[src/rtl/rsc_dec_sched.sv]
// ---------------------------------------------------------------------------
// rsc_dec_sched -- half-iteration scheduler for the duobit RSC turbo decoder.
//
// The scheduler takes a start pulse from the decoder top level. It then issues
// systematic/parity buffer read addresses and the matching branch-metric
// controls. Each iteration has two halves:
//   - even half: natural order, j = 0..N-1
//   - odd half:  interleaved order, (P0*j + Q[j mod 4] + 1) mod N
// The odd-half address is built incrementally with adders only.
// After each half the scheduler waits for the MAP engine to report
// ihalf_done. After iNiter iterations it pulses odone.
//
// Optional build macro: RSC_DEC_SCHED_EARLY_STOP_EN
//   When defined, an istop input is added. If istop is high together with
//   ihalf_done at the end of an odd half, the block finishes early. oiter then
//   holds the index of the last completed iteration.
//
// Ports:
//   iclk, ireset_n     clock, asynchronous active-low reset
//   iclkena            global clock enable (everything frozen when low)
//   istart             start pulse, accepted only while idle
//   iN                 duobit block length (even, >= 8)
//   iP0..iP3           CTC permutation step and offsets
//   iNiter             number of full iterations (>= 1)
//   ihalf_done         MAP engine finished the current half
//   istop              early-stop request (only with the macro)
//   oaddr              buffer read address
//   oval/oeven/obitswap/oLextr_clr/olast
//                      BMC controls, aligned with the read data
//                      (pRAM_LAT cycles after oaddr; pRAM_LAT must be >= 1)
//   oiter              current iteration index
//   obusy              high from start acceptance through the odone cycle
//   odone              one-cycle completion pulse
// ---------------------------------------------------------------------------
module rsc_dec_sched #(
    parameter int pN_W     = 12,
    parameter int pITER_W  = 5,
    parameter int pRAM_LAT = 1
) (
    input  logic               iclk,
    input  logic               ireset_n,
    input  logic               iclkena,
    input  logic               istart,
    input  logic [pN_W-1:0]    iN,
    input  logic [pN_W-1:0]    iP0,
    input  logic [pN_W-1:0]    iP1,
    input  logic [pN_W-1:0]    iP2,
    input  logic [pN_W-1:0]    iP3,
    input  logic [pITER_W-1:0] iNiter,
    input  logic               ihalf_done,
`ifdef RSC_DEC_SCHED_EARLY_STOP_EN
    input  logic               istop,
`endif
    output logic [pN_W-1:0]    oaddr,
    output logic               oval,
    output logic               oeven,
    output logic               obitswap,
    output logic               oLextr_clr,
    output logic               olast,
    output logic [pITER_W-1:0] oiter,
    output logic               obusy,
    output logic               odone
);

    typedef enum logic [2:0] {
        S_IDLE,
        S_SETUP,
        S_RUN_E,
        S_WAIT_E,
        S_RUN_O,
        S_WAIT_O,
        S_DONE
    } state_t;

    // Control word layout: {val, even, bitswap, Lextr_clr, last}
    localparam int CW = 5;

    state_t              state_q;
    logic [pN_W-1:0]     n_q, p0_q, p1_q, p2_q, p3_q;
    logic [pITER_W-1:0]  niter_q;
    logic [pN_W-1:0]     q_q [4];
    logic [pN_W-1:0]     j_q;
    logic [pN_W-1:0]     acc_q;
    logic [pN_W-1:0]     addr_q;
    logic [pITER_W-1:0]  iter_q;
    logic                busy_q;
    logic                done_q;
    // Stage 0 is aligned with addr_q; stage pRAM_LAT drives the outputs.
    logic [CW-1:0]       dly_q [pRAM_LAT+1];

    logic [pN_W-1:0]     acc_d;
    logic [pN_W-1:0]     odd_addr_d;
    logic [pN_W-1:0]     q1_d, q2_d, q3_d;
    logic                last_d;
    logic                dly_empty_d;
    logic                stop_d;
    logic [CW-1:0]       iss_d;

    // Single conditional subtract: valid because every operand sum is < 2N.
    function automatic logic [pN_W-1:0] mod_once(input logic [pN_W:0] v,
                                                 input logic [pN_W-1:0] n);
        logic [pN_W:0] r;
        r = (v >= {1'b0, n}) ? (v - {1'b0, n}) : v;
        return r[pN_W-1:0];
    endfunction

`ifdef RSC_DEC_SCHED_EARLY_STOP_EN
    assign stop_d = istop;
`else
    assign stop_d = 1'b0;
`endif

    always_comb begin
        // acc tracks P0*j mod N for the address currently being issued.
        acc_d      = mod_once({1'b0, acc_q} + {1'b0, p0_q}, n_q);
        odd_addr_d = mod_once({1'b0, acc_q} + {1'b0, q_q[j_q[1:0]]}
                              + {{pN_W{1'b0}}, 1'b1}, n_q);
        q1_d       = mod_once({2'b00, n_q[pN_W-1:1]} + {1'b0, p1_q}, n_q);
        q2_d       = mod_once({1'b0, p2_q}, n_q);
        q3_d       = mod_once({2'b00, n_q[pN_W-1:1]} + {1'b0, p3_q}, n_q);
        last_d     = (j_q == n_q - 1'b1);
    end

    always_comb begin
        iss_d = '0;
        case (state_q)
            S_RUN_E: iss_d = {1'b1, 1'b1, 1'b0, (iter_q == '0), last_d};
            S_RUN_O: iss_d = {1'b1, 1'b0, ~j_q[0], 1'b0, last_d};
            default: iss_d = '0;
        endcase
    end

    always_comb begin
        dly_empty_d = 1'b1;
        for (int k = 0; k <= pRAM_LAT; k++) begin
            if (dly_q[k][CW-1]) begin
                dly_empty_d = 1'b0;
            end
        end
    end

    // Control delay line matching the buffer read latency.
    always_ff @(posedge iclk or negedge ireset_n) begin
        if (!ireset_n) begin
            for (int k = 0; k <= pRAM_LAT; k++) begin
                dly_q[k] <= '0;
            end
        end else if (iclkena) begin
            dly_q[0] <= iss_d;
            for (int k = 1; k <= pRAM_LAT; k++) begin
                dly_q[k] <= dly_q[k-1];
            end
        end
    end

    // Main state machine.
    always_ff @(posedge iclk or negedge ireset_n) begin
        if (!ireset_n) begin
            state_q <= S_IDLE;
            n_q     <= '0;
            p0_q    <= '0;
            p1_q    <= '0;
            p2_q    <= '0;
            p3_q    <= '0;
            niter_q <= '0;
            for (int k = 0; k < 4; k++) begin
                q_q[k] <= '0;
            end
            j_q     <= '0;
            acc_q   <= '0;
            addr_q  <= '0;
            iter_q  <= '0;
            busy_q  <= 1'b0;
            done_q  <= 1'b0;
        end else if (iclkena) begin
            done_q <= 1'b0;
            case (state_q)
                S_IDLE: begin
                    if (istart) begin
                        n_q     <= iN;
                        p0_q    <= iP0;
                        p1_q    <= iP1;
                        p2_q    <= iP2;
                        p3_q    <= iP3;
                        niter_q <= iNiter;
                        busy_q  <= 1'b1;
                        state_q <= S_SETUP;
                    end else begin
                        busy_q  <= 1'b0;
                    end
                end
                S_SETUP: begin
                    q_q[0]  <= '0;
                    q_q[1]  <= q1_d;
                    q_q[2]  <= q2_d;
                    q_q[3]  <= q3_d;
                    j_q     <= '0;
                    acc_q   <= '0;
                    iter_q  <= '0;
                    state_q <= S_RUN_E;
                end
                S_RUN_E: begin
                    addr_q <= j_q;
                    if (last_d) begin
                        j_q     <= '0;
                        state_q <= S_WAIT_E;
                    end else begin
                        j_q <= j_q + 1'b1;
                    end
                end
                S_WAIT_E: begin
                    if (ihalf_done) begin
                        acc_q   <= '0;
                        state_q <= S_RUN_O;
                    end
                end
                S_RUN_O: begin
                    addr_q <= odd_addr_d;
                    if (last_d) begin
                        j_q     <= '0;
                        acc_q   <= '0;
                        state_q <= S_WAIT_O;
                    end else begin
                        j_q   <= j_q + 1'b1;
                        acc_q <= acc_d;
                    end
                end
                S_WAIT_O: begin
                    if (ihalf_done) begin
                        if ((iter_q == niter_q - 1'b1) || stop_d) begin
                            state_q <= S_DONE;
                        end else begin
                            iter_q  <= iter_q + 1'b1;
                            state_q <= S_RUN_E;
                        end
                    end
                end
                S_DONE: begin
                    // Let the last controls drain before reporting completion.
                    if (dly_empty_d) begin
                        done_q  <= 1'b1;
                        state_q <= S_IDLE;
                    end
                end
                default: state_q <= S_IDLE;
            endcase
        end
    end

    assign oaddr = addr_q;
    assign {oval, oeven, obitswap, oLextr_clr, olast} = dly_q[pRAM_LAT];
    assign oiter = iter_q;
    assign obusy = busy_q;
    assign odone = done_q;

endmodule

[config.mk]
export PLATFORM = sky130hd
export DESIGN_NAME = rsc_dec_sched
export DESIGN_NICKNAME = d
export VERILOG_FILES = /design/src/rtl/rsc_dec_sched.sv
export SDC_FILE = /design/constraint.sdc
export NUM_CORES = 1
export LEC_CHECK = 0
export ABC_AREA = 1
export BUFFER_PORTS_ARGS = -buffer_cell sky130_fd_sc_hd__buf_4
export CAP_MARGIN = 20
export CORE_MARGIN = 4
export CORE_UTILIZATION = 63
export CTS_CLUSTER_DIAMETER = 100
export DETAILED_ROUTE_END_ITERATION = 8
export PLACE_DENSITY = 0.79
export SLEW_MARGIN = 20
export SYNTH_ARGS = -nofsm -noshare
export SYNTH_HDL_FRONTEND = slang
export SYNTH_SLANG_ARGS = --single-unit
[constraint.sdc]
create_clock -name iclk -period 5.65 [get_ports iclk]
set_input_delay 1.13 -clock iclk [delete_from_list [all_inputs] [get_ports iclk]]
set_output_delay 1.13 -clock iclk [all_outputs]
set_load 0.02 [all_outputs]
Yosys cells after proc, flatten, opt, wreduce, memory -nomap -nowiden --
Cells that the tools add are included.
Cells by class: add/sub/neg operators 14, magnitude comparators 6, equality and inequality tests 15, muxes and demuxes 31, bitwise operators 2, reductions and logical operators 15
Operator list (number):
- 12-bit 2-to-1 mux | 10
- 12-bit subtractor | 5
- 13-bit by 12-bit greater-or-equal comparator with 1-bit output | 4
- 12-bit case mux with 2 select lines | 2
- 12-bit case mux with 3 select lines | 1
- 11-bit by 12-bit adder with 13-bit output | 2
- 12-bit by 12-bit adder with 13-bit output | 2
- 12-bit binary-select mux with 2-bit select | 1
- 3-bit 2-to-1 mux | 7
- 3-bit case mux with 7 select lines | 1
- 5-bit case mux with 2 select lines | 2
- 2-bit != test, second input constant | 7
- 13-bit by 1-bit adder with 13-bit output, second input constant | 1
- 12-bit by 1-bit adder with 12-bit output, second input constant | 1
- 12-bit == test | 1
- 12-bit greater-or-equal comparator | 1
- 12-bit by 1-bit subtractor with 12-bit output, second input constant | 1
- 5-bit 2-to-1 mux | 2
- 3-bit == test, second input constant | 3
- 2-bit AND reduction | 4
- 7-bit AND reduction | 1
- 3-bit by 2-bit == test with 1-bit output, second input constant | 2
- 3-bit AND reduction | 2
- 2-bit nonzero test | 3
- other kinds (13) | 17
Word-level totals: register bits 157, output and inout bits 24, logic and storage cells 101

Depth between registers and ports, before layout --
depth in word-level cells 9, mapped depth 27

Least setup slack after synthesis --
OpenSTA, ideal clock, no wires.
path kind reg2reg, start register j_q[0], end register addr_q[5], in the netlist oaddr[5], library setup time 0.077 ns, arrival 3.377 ns, data required time 5.573 ns, slack 2.196 ns, stages on the path, launching flop included 27, buffers on the path 2, clock period less this slack 3.454 ns, cells stage by stage dfrtp_1 -> clkbuf_1 -> nand2_1 -> o21ai_0 -> a22oi_1 -> ha_1 -> fa_1 -> inv_1 -> nand3_1 -> nand3_1 -> nand2_1 -> nand2_1 -> xnor2_1 -> inv_1 -> ha_1 -> nand2_1 -> inv_1 -> a21oi_1 -> nand3_1 -> nand2_1 -> nand2_1 -> nand2_1 -> nand2_1 -> buf_4 -> nand2_1 -> nand3_1 -> a21oi_1
Between the ends: longest elaborated chain between the ends 9, elaborated cells on any way between the ends 10, those cells by class add/sub (3); order compare (1); mux (5); bitwise (1)
RTL lines:
- start, declared | RTL line 82 | logic [pN_W-1:0] j_q;
- start signal, assigned | RTL line 208 | j_q <= j_q + 1'b1;
- start signal, assigned | RTL line 224 | j_q <= j_q + 1'b1;
- 2-bit inverter with 3-bit output (not written as such) (*) | RTL line 116 | odd_addr_d = mod_once({1'b0, acc_q} + {1'b0, q_q[j_q[1:0]]}
- 12-bit binary-select mux with 2-bit select (*) | RTL line 116
- 12-bit 2-to-1 mux (not written as such) (*) (2 in a row) | RTL line 116
- 12-bit by 12-bit adder with 13-bit output (*) | RTL line 116
- 13-bit by 1-bit adder with 13-bit output (*) | RTL line 117 | + {{pN_W{1'b0}}, 1'b1}, n_q);
- 12-bit subtractor or 13-bit by 12-bit greater-or-equal comparator with 1-bit output (tied branches) | RTL line 103 | r = (v >= {1'b0, n}) ? (v - {1'b0, n}) : v;
- 12-bit 2-to-1 mux (*) | RTL line 103
- 12-bit case mux with 2 select lines (*) | RTL line 177 | case (state_q)
- end signal, assigned | RTL line 203 | addr_q <= j_q;
- end signal, assigned | RTL line 218 | addr_q <= odd_addr_d;
- end, declared | RTL line 84 | logic [pN_W-1:0] addr_q;
Every way passes the cells marked *; elsewhere a longest branch is shown, timed or not. The select of a mux whose other input is x is not followed. A chain may end at the register's enable or synchronous reset.

Final worst setup path --
Same ends and word-level chain as after synthesis.

==> out/qor.yml <==
run_status: "finished, final reports clean"
area_growth_pct: 10.62
rsz0062_at_grt: "false"
holdPathEnd: "obitswap"
setup_ws_ns: 0.9801
clk_latency_ns: 0.43
num_rows: 53
cts_root_buf: "clkbuf_16"
place.gp.congestion: 0.9893
grt_use_total_pct: 31.91
clk_pin_slew_ns: 0.07
worst_pin_slew_ns: 0.8984
hold_buffers: 0
cp-start-kind: "flip-flop"
first_pass_iters: 5
crit_fanout: 17
antenna_cells: 0
start_util_pct: 63.77
die_h_um: 153.6
drc: 0
grt.busiest_layer: "met2"
portBuffers: 93
grt_use_met2_pct: 52.27
syn_area_per_cell_um2: 7.239
routed_wl_um: 38010
viasPerCell: 5.782
ioPinCount: 94
die_area_um2: 23610
crit_path_top_delay_cell: "dfrtp_1"
met3_usage_pct: 5.432
post_cts_buffers: 0
reg2reg_from: "j_q[0]"
antenna_found_initial: 0
seq_area_um2: 3929
syn_nets: 2036
multi_input_area_um2: 8386
grt_start_max_net_pins: 85
hp-start: "obitswap"
setup_violations: 0
synth_cell_types: 53
core-area_um2: 20960
slowest_delay_ns: 0.62
cp.required_ns: 6.00
grt_use_met1_pct: 42.90
dp_hpwl_um: 29070
drive_gt1_share_pct: 12.49
drtAntennaViolNets: 0
grt_pass1_wl_um: 61150
slew_headroom_pct: 39.89
tns_ns: 0
cap_violations: 0
rrSetupSlack_ns: 0.98
placed_cells: 2174
layoutNonFillerInstCount: 2205
tritoncts: "done"
crit_type: "reg2reg"
r2r-end: "oaddr[5]"
clock.fmax_ghz: 0.2141
arrival_ns: 5.02
ys.warnings.count: 0
grt-ovfl-total: 0
pre_cts_ws_ns: 1.113
synth_cells: 1846
die_x_um: 153.6
worst_path_most_repeated_cell: "nand2_1"
ys_seq_elements: 157
cts_max_path_buffers: 2
drtIter0Drc: 1006
n_fill_cell: 1848
fin_crit_sh_pct: 82.65
hold_class: "reg2reg"
h-tree-depth: 4
syn_area_um2: 13360
cts-buffers-inserted: 17
drv_slew: 0
cts_sinks: 157
final_common_cell: "nand2_1"
hold_depth: 2
fin_crit_ns: 4.670
ctsResizeCount: 0
ys_seq_area_share_pct: 29.40
finClkSkew_ns: 0.009460
nets: 2108
grt_pass1_vias: 12180
post_drt_wl_per_cell_um: 17.24
vias: 12750
layout_common_cells: "nand2_1, inv_1, nand3_1"
critical_path.endpoint_type: "flip-flop"
finalHoldViolCount: 0
reg2regPathDepth: 25
==> kinds of logic after synthesis <==
| family | after synthesis | share of synthesized area, % |
|---|---|---|
| buf+inv | 262 | 7.911 |
| simple gates | 903 | 29.77 |
| xor+xnor | 91 | 5.964 |
| mux | 43 | 3.623 |
| flops | 157 | 29.40 |
| compound gates | 270 | 11.59 |
| fa+ha+maj | 120 | 11.74 |
==> how the worst max path moves through the flow <==
stage / from / to / slack [ns] / cells after the start
6_report: j_q[0] / oaddr[5] / 0.98 / 25
3_5_place_dp: j_q[0] / oaddr[6] / 1.11 / 25
3_3_place_gp: j_q[0] / oaddr[10] / 1.30 / 25
4_1_cts: j_q[0] / oaddr[5] / 1.07 / 25
5_1_grt: j_q[0] / oaddr[7] / 0.49 / 25
2_1_floorplan: j_q[0] / oaddr[5] / 2.20 / 26
==> registers in the layout (all words and copies together), names as in the netlist, 12 cells and up <==
signal,flops
acc_q,12
j_q,12
n_q,12
oaddr,12
p0_q,12
p1_q,12
p2_q,12
p3_q,12
q_q,36
==> through the flow <==
step                      hold WS (ns)  instance area (um^2)  utilization, %
final                           0.4726                 14780           70.55
after global routing            0.5110                 14780           70.55
after CTS                       0.4786                 14780           70.55
after detailed placement        0.4607                 14210           67.82
after global placement          0.4612                 14210           67.82
after floorplan                 0.4436                 13360               -
==> metal layers <==
metal  share of wire (%)  up-vias
met5                   0        -
met4                 3.8        0
met3                 6.8       96
met2                  46      462
met1                  44     5952
li1                    -     6240
==> synthesized netlist by cell type (all sizes together) <==
master	count	share of area [%]
ha	111	10
a211oi	4	0.26
nand3	173	6.7
o21a	6	0.34
a31oi	4	0.30
o21ai	81	3.1
xor2	56	3.7
fa	9	1.3
and3	2	0.094
o21bai	13	0.76
mux2	43	3.6
o31ai	2	0.11
o22ai	3	0.19
a21oi	139	5.5
nand4	41	2.0
nand3b	14	0.79
xnor2	35	2.3
nor3	11	0.56
a32oi	1	0.066
o211ai	4	0.22
clkbuf	10	0.28
inv	216	6.1
nand2	492	14
clkinv	1	0.028
dfrtp	157	29
buf	35	1.5
and2	1	0.047
a21o	8	0.45
nor2	166	4.9
a22oi	1	0.056
or2	3	0.14
a31o	4	0.26
==> critical path: cells and delay by family, from the launching register on <==
family	cells	cell delay [ns]
compound gates	3	0.42
buf+inv	5	0.64
flops	1	0.62
fa+ha+maj	3	0.98
xor+xnor	1	0.15
simple gates	13	1.77
==> final cells by class <==
class,instances,share of cell area [%]
clock inverter,13,0.8887
timing repair buffer,98,5.002
clock buffer,18,2.971
multi-input combinational,1427,56.72
tap,275,2.328
sequential,157,26.58
inverter,217,5.510
Power is not shown: default switching activity piles up to over one toggle a cycle in this logic, so the estimate is an artifact.
